$ cat config.mk
export PLATFORM = sky130hd
export DESIGN_NAME = tthbif_tx_arb
export DESIGN_NICKNAME = d
export VERILOG_FILES = /design/src/rtl/tthbif_tx_arb.sv
export SDC_FILE = /design/constraint.sdc
export NUM_CORES = 1
export LEC_CHECK = 0
export CORE_UTILIZATION = 37
export CTS_CLUSTER_SIZE = 20
export DETAILED_ROUTE_END_ITERATION = 8
export HOLD_SLACK_MARGIN = 0.03
export PLACE_DENSITY = 0.78
export SYNTH_ARGS = -nofsm -noshare
export SYNTH_HDL_FRONTEND = slang
export SYNTH_SLANG_ARGS = --single-unit
$ cat constraint.sdc
create_clock -name clk_i -period 2.6 [get_ports clk_i]
set_clock_uncertainty 0.1 [all_clocks]
set_input_delay 0.52 -clock clk_i [delete_from_list [all_inputs] [get_ports clk_i]]
set_output_delay 0.52 -clock clk_i [all_outputs]
set_load 0.1 [all_outputs]
$ cat src/rtl/tthbif_tx_arb.sv
// tthbif_tx_arb: frame-level round-robin arbiter sharing the tthbif TX link
// between NUM_REQ byte-stream requesters. Each granted frame is prefixed with a
// header byte carrying the requester index. A stall watchdog aborts a frame
// whose source goes quiet, emits ABORT_BYTE with last, then drains the source.
`timescale 1ns/1ps

module tthbif_tx_arb #(
    parameter int          NUM_REQ    = 2,
    parameter logic [7:0]  HDR_TAG    = 8'hA0,
    parameter logic [7:0]  ABORT_BYTE = 8'hFF,
    parameter int          TIMEOUT    = 16
) (
    input  logic                   clk_i,
    input  logic                   rst_i,
    input  logic                   en_i,
    input  logic [NUM_REQ-1:0]     s_valid_i,
    input  logic [8*NUM_REQ-1:0]   s_data_i,
    input  logic [NUM_REQ-1:0]     s_last_i,
    output logic [NUM_REQ-1:0]     s_ready_o,
    output logic                   m_valid_o,
    output logic [7:0]             m_data_o,
    output logic                   m_last_o,
    input  logic                   m_ready_i,
    output logic [NUM_REQ-1:0]     grant_o,
    output logic                   busy_o,
    output logic                   timeout_o
);

    localparam int IW = (NUM_REQ > 1) ? $clog2(NUM_REQ) : 1;
    localparam int CW = (TIMEOUT > 1) ? $clog2(TIMEOUT) : 1;
    localparam logic [CW-1:0]      STALL_MAX = CW'(TIMEOUT - 1);
    localparam logic [NUM_REQ-1:0] ONE       = NUM_REQ'(1);

    typedef enum logic [2:0] {IDLE, HDR, DATA, ABORT, DRAIN} state_t;

    state_t             state, next_state;
    logic [IW-1:0]      g;          // granted requester index
    logic [IW-1:0]      rr_ptr;     // search start for the next grant
    logic [IW-1:0]      rr_next;
    logic [CW-1:0]      stall_cnt;
    logic [IW-1:0]      pick;
    logic               pick_found;
    int                 idx;
    logic               g_valid;
    logic               g_last;
    logic [7:0]         g_data;
    logic [NUM_REQ-1:0] g_onehot;

    // Views of the granted requester's stream.
    assign g_valid  = s_valid_i[g];
    assign g_last   = s_last_i[g];
    assign g_data   = s_data_i[8*g +: 8];
    assign g_onehot = ONE << g;
    assign rr_next  = (g == IW'(NUM_REQ - 1)) ? '0 : g + 1'b1;

    // Round-robin search: first valid requester at or above rr_ptr, wrapping.
    // NOTE: every always_comb output gets a default before any branch, so no
    // path leaves a value unassigned and no latch is inferred.
    always_comb begin
        pick       = '0;
        pick_found = 1'b0;
        idx        = 0;
        for (int i = 0; i < NUM_REQ; i++) begin
            idx = int'(rr_ptr) + i;
            if (idx >= NUM_REQ) idx = idx - NUM_REQ;
            if (!pick_found && s_valid_i[idx]) begin
                pick_found = 1'b1;
                pick       = IW'(idx);
            end
        end
    end

    // State register; reset is asynchronous so outputs drop immediately.
    // NOTE: clocked state uses non-blocking assignments so every register
    // samples pre-edge values regardless of process evaluation order.
    always_ff @(posedge clk_i or posedge rst_i) begin
        if (rst_i) state <= IDLE;
        else       state <= next_state;
    end

    // Next-state logic.
    always_comb begin
        next_state = state;
        case (state)
            IDLE:  if (en_i && pick_found) next_state = HDR;
            HDR:   if (m_ready_i) next_state = DATA;
            DATA: begin
                if (g_valid && m_ready_i && g_last)        next_state = IDLE;
                else if (!g_valid && stall_cnt == STALL_MAX) next_state = ABORT;
            end
            ABORT: if (m_ready_i) next_state = DRAIN;
            DRAIN: if (g_valid && g_last) next_state = IDLE;
            default: next_state = IDLE;
        endcase
    end

    // Grant index, round-robin pointer and stall watchdog counter.
    always_ff @(posedge clk_i or posedge rst_i) begin
        if (rst_i) begin
            g         <= '0;
            rr_ptr    <= '0;
            stall_cnt <= '0;
        end else begin
            if (state == IDLE && next_state == HDR)
                g <= pick;
            if ((state == DATA || state == DRAIN) && next_state == IDLE)
                rr_ptr <= rr_next;
            // Only source silence counts; m_ready backpressure never does.
            if (state == DATA && !g_valid) stall_cnt <= stall_cnt + 1'b1;
            else                           stall_cnt <= '0;
        end
    end

    // Output decode from the current state.
    always_comb begin
        m_valid_o = 1'b0;
        m_data_o  = 8'h00;
        m_last_o  = 1'b0;
        s_ready_o = '0;
        grant_o   = (state == IDLE) ? '0 : g_onehot;
        busy_o    = (state != IDLE);
        timeout_o = 1'b0;
        case (state)
            HDR: begin
                m_valid_o = 1'b1;
                m_data_o  = HDR_TAG | 8'(g);
            end
            DATA: begin
                m_valid_o = g_valid;
                m_data_o  = g_data;
                m_last_o  = g_last;
                s_ready_o = m_ready_i ? g_onehot : '0;
                timeout_o = !g_valid && (stall_cnt == STALL_MAX);
            end
            ABORT: begin
                m_valid_o = 1'b1;
                m_data_o  = ABORT_BYTE;
                m_last_o  = 1'b1;
            end
            DRAIN: s_ready_o = g_onehot;
            default: ;
        endcase
    end

endmodule

; Word level (Yosys, flattened, before mapping)
; Cells that the tools add are included.
[totals]
reg_bits = 9
elab_cells = 70
[classes]
n_addsub = 5
order_cmp = 5
eq_ne = 6
shift = 2
muxes = 32
reduce_logical = 16
[op_table]
columns = operator, count
row1 = $lt A32 B3 Y1 const B, 2
row2 = $mux W32, 2
row3 = $pmux W8 S3, 1
row4 = $mux W3, 6
row5 = $mux W1, 16
row6 = $shiftx A16 B5 Y8, 1
row7 = $pmux W3 S5, 1
row8 = $logic_and A1 B1 Y1, 9
row9 = $eq A3 B1 Y1 const B, 2
row10 = $eq A3 B2 Y1 const B, 2
row11 = $logic_not A3 Y1, 2
row12 = $add A4 B1 Y4 const B, 1
row13 = $eq A4 B4 Y1 const B, 1
row14 = $mux W2, 2
row15 = $mux W4, 1
row16 = $pmux W1 S2, 2
row17 = $pmux W2 S2, 1
row18 = $eq A3 B3 Y1 const B, 1
row19 = $reduce_bool A3 Y1, 1
row20 = $sub A1 B2 Y3 const B, 1
row21 = $sub A2 B2 Y3 const B, 1
row22 = $add A1 B1 Y2 const B, 1
row23 = $ge A1 B2 Y1 const B, 1
row24 = $ge A2 B2 Y1 const B, 1
row25 = other kinds (6), 7

; Logic depth before layout (Yosys ltp)
; Gate-level depths: netlist of the first run.
[logic_depth]
depth_word = 14
depth_mapped = 4
mapped_depth_nobuf = 3

; Worst setup path before layout of the first run
; No wires, ideal clock.
[synth_path]
path_kind = register -> output
from = reg g
to = out s_ready_o[1]
arrival_time_ps = 3237
t_required_ps = 1980
setup_slack_ps = -1257
path_stages_with_launch = 5
path_buffers = 2
cell_sequence = dfrtp_1 -> clkbuf_1 -> buf_2 -> inv_1 -> a211oi_1
[synth_via]
elab_chain_cells = 3
[synth_lines]
columns = item, line
row1 = from (decl), 37  ; logic [IW-1:0] g;
row2 = from (signal assigned), 105  ; g <= pick;
row3 = $shl A1 B1 Y2 *, 53  ; assign g_onehot = ONE << g;
row4 = $mux W2, 132  ; s_ready_o = m_ready_i ? g_onehot : '0;
row5 = $pmux W2 S2 *, 123  ; case (state)
row6 = to (decl), 19  ; output logic [NUM_REQ-1:0] s_ready_o,
; Every way passes the cells marked *; elsewhere a longest branch is shown, timed or not.

; Worst setup path after layout of the first run
[layout_path]
from = in s_valid_i[0]
to = out timeout_o
[layout_via]
elab_chain_cells = 5
[layout_lines]
columns = item, line
row1 = from (decl), 16  ; input logic [NUM_REQ-1:0] s_valid_i,
row2 = $mux W1 (not written as such) (2 in series), 50  ; assign g_valid = s_valid_i[g];
row3 = $logic_not A1 Y1, 133  ; timeout_o = !g_valid && (stall_cnt == STALL_MAX);
row4 = $logic_and A1 B1 Y1, 133
row5 = $mux W1, 123
row6 = to (decl), 26  ; output logic timeout_o
; No other way between the ends. The select of a mux whose other input is x is not followed.

==> results of run 1 <==
-- layout make-up --
cell class                 instances  area [µm²]  share of cell area
timing repair buffer              44         586               0.432
multi-input combinational         65         468               0.345
sequential                         9         225               0.166
tap                               25        31.3              0.0231
clock buffer                       4        26.3              0.0194
inverter                           5        18.8              0.0139
-- routing by layer --
metal / routed length (µm) / up-vias
met5: 0 / -
met4: 38 / 0
met3: 80 / 5
met2: 1120 / 19
met1: 820 / 373
li1: - / 381
-- final timing paths --
kind	to	slack (ns)	cells past startpoint
worst min-delay path	stall_cnt[0]	0.36	1
min in group asynchronous	rr_ptr	0.41	2
worst min register to register	stall_cnt[0]	0.36	1
worst max register to register	rr_ptr	0.83	3
max in group asynchronous	stall_cnt[2]	1.74	2
worst max-delay path	timeout_o	0.09	5
-- metrics by stage --
step,TNS [ns],util
floorplan,-0.827,-
global placement,-0.183,0.761
detailed placement,-0.237,0.761
CTS,0,0.776
global route,0,0.776
finish,0,0.776
-- cells in the mapped netlist, types with 2 or more instances --
cell and n:
nor2_1 16, dfrtp_1 9, a211oi_1 8, nor2b_1 7, a21oi_1 5, inv_1 5, clkbuf_1 4, buf_2 3
mux2_2 3, nand3_1 3, nand3b_1 3, nand2_1 2, nand2b_1 2, o21ai_0 2
-- sequential cells by signal (all words and copies together), names as in the netlist --
register	flops
rr_ptr	1
g	1
stall_cnt	4
state	3
-- cell families after synthesis --
family	share of synthesized area
and+or+nand+nor	0.267
adders and majority gates	0.0180
muxes	0.0847
AOI/OAI and AO/OA	0.211
buffers and inverters	0.0703
xor gates and xnor gates	0.0252
DFF	0.324
-- what timing repair did --
| action | CTS | global route |
|---|---|---|
| setup endpoints to repair | 1 | 0 |
| endpoints found under the hold margin | 0 | 0 |
| resized for setup | 3 | 0 |
==> impl_results.md, run 1 <==
- Run status: finished, final reports clean
- Met1 usage: 0.248
- Via count of the routed design: 778
- Synth area leaders: dfrtp_1, a211oi_1, nor2_1, nor2b_1, mux2_2
- Final Setup Violations: 0
- Largest net degree at the start of global routing: 22
- Most frequent cells in the layout: clkdlybuf4s50_1, buf_12, nor2_2, dfrtp_1, nor2b_1
- Crit path from: s_valid_i[0]
- Ys Warns: 0
- Worst rel slew slack: 0.693
- Post-DRT Antenna Nets: 0
- CTS tree: built
- Placer Congestion: 0.745
- FILL cells: 137
- Initial DRC Count: 6
- Area grow syn2layout: 95.1%
- H-tree levels: 1
- CP bufs+invs: 2
- Place WS: -0.237 ns
- Post-synth EDFFs: 0
- Maximum clock frequency: 398 MHz
- Post-CTS Hold Fix Bufs: 0
- Clock tree buffer depth: 2
- Worst r2r src: state[2]
- Die width: 45.3 µm
- CP top delay family: simple AND/OR/NAND/NOR gates
- Clk pin slew, worst setup/hold paths: 0.06 ns
- Min Hold Slack: 0.361 ns
- Slowest CP cell: or4b_4
- DP Cell Count: 148
- Die Ht: 45.3 µm
- Crit Path Class: in -> out
- Post-synthesis cell count: 86
- Mapped cell area: 694 µm²
- Pins Over Slew Limit: 0
- TritonRoute pass-1 iters: 2
- Aggregate global routing overflow: 0
- Dominant cell type by area after synthesis: dfrtp_1
- Max Cap Viol: 0
- Worst path required time: 1.98 ns
- Hold path start: stall_cnt[0]
- # rows: 15
- Commonest non-fill, non-tap cell in the layout: clkdlybuf4s50_1
- First-pass GRT wire length: 3310 µm
- Post-DP HPWL: 1700 µm
- Post-synthesis cell type count: 28
- CP Max Fanout: 4
- Io pins: 40
- DP Area: 1330 µm²
- Root buffer cell: clkbuf_4
- Wire per inst: 13.5 µm
- M2 GR Usage: 0.435
- Sequential area share after synthesis: 0.324
- PortBufs: 39
- Ant diodes: 0
- Fin area: 1360 µm²
- Hold Crit Class: reg -> reg
- Crit path launch type: input pin
- Post-route DRC: 0
- Share of layout cells above drive strength 1: 0.346
- Number of global-route vias before repair: 758
- Post-CTS setup buffers: 0
- Post-layout minimum cycle time: 2.51 ns
- Fin nets: 153
- Tcrit/Tclk final: 0.966
- Syn Area/Cell: 8.07 µm²
- Num CTS Buffers: 3
- Routed vias/inst: 5.12
- Total wire length: 2050 µm
- Fraction of registers with async set/reset: 1.00
- Die area: 2050 µm²
- RSZ-0062 raised after global routing: no
- CORE AREA: 1750 µm²
- Starting Density: 0.398
- Clk sink count: 9
- Critical Path AT: 1.89 ns
- Worst-margin pin slew: 0.457 ns
- GR Util All Layers: 0.237
- Largest stage delay, worst path: 0.52 ns
- CP Cell Sequence: dlygate4sd2_1 > mux2_4 > or4b_4 > nor2_4 > buf_12
- Fin. Hold Viols: 0
- Main synth FF type: dfrtp_1
- Non-filler cells, final: 152
- Global route hottest layer: met2
- Worst setup margin: 0.0886 ns
- Initial antenna violation count: 0
- Yosys reg bits: 9
- CP Capture Type: primary output
- Clock Latency Late Sink: 0.27 ns
- M3 GR Usage: 0.0640
- Share of the synthesized area in the top cell type: 0.324
- Syn nets: 111
Power of run 1 is not shown: default switching activity piles up to over one toggle a cycle in this logic, so the estimate is an artifact.
==> run 2: changes to the inputs <==
Settings changed: CTS_CLUSTER_SIZE 20 to 28.
==> results of run 2 <==
Final layout, timing and power as in run 1 (identical DEF).
Power of run 2 is left out for the same reason.
==> run 3: changes to the inputs <==
Settings changed: CORE_MARGIN set to 1, GPL_TIMING_DRIVEN set to 1.
==> results of run 3 <==
Final layout, timing and power as in run 1 (identical DEF).
Power of run 3 is left out for the same reason.
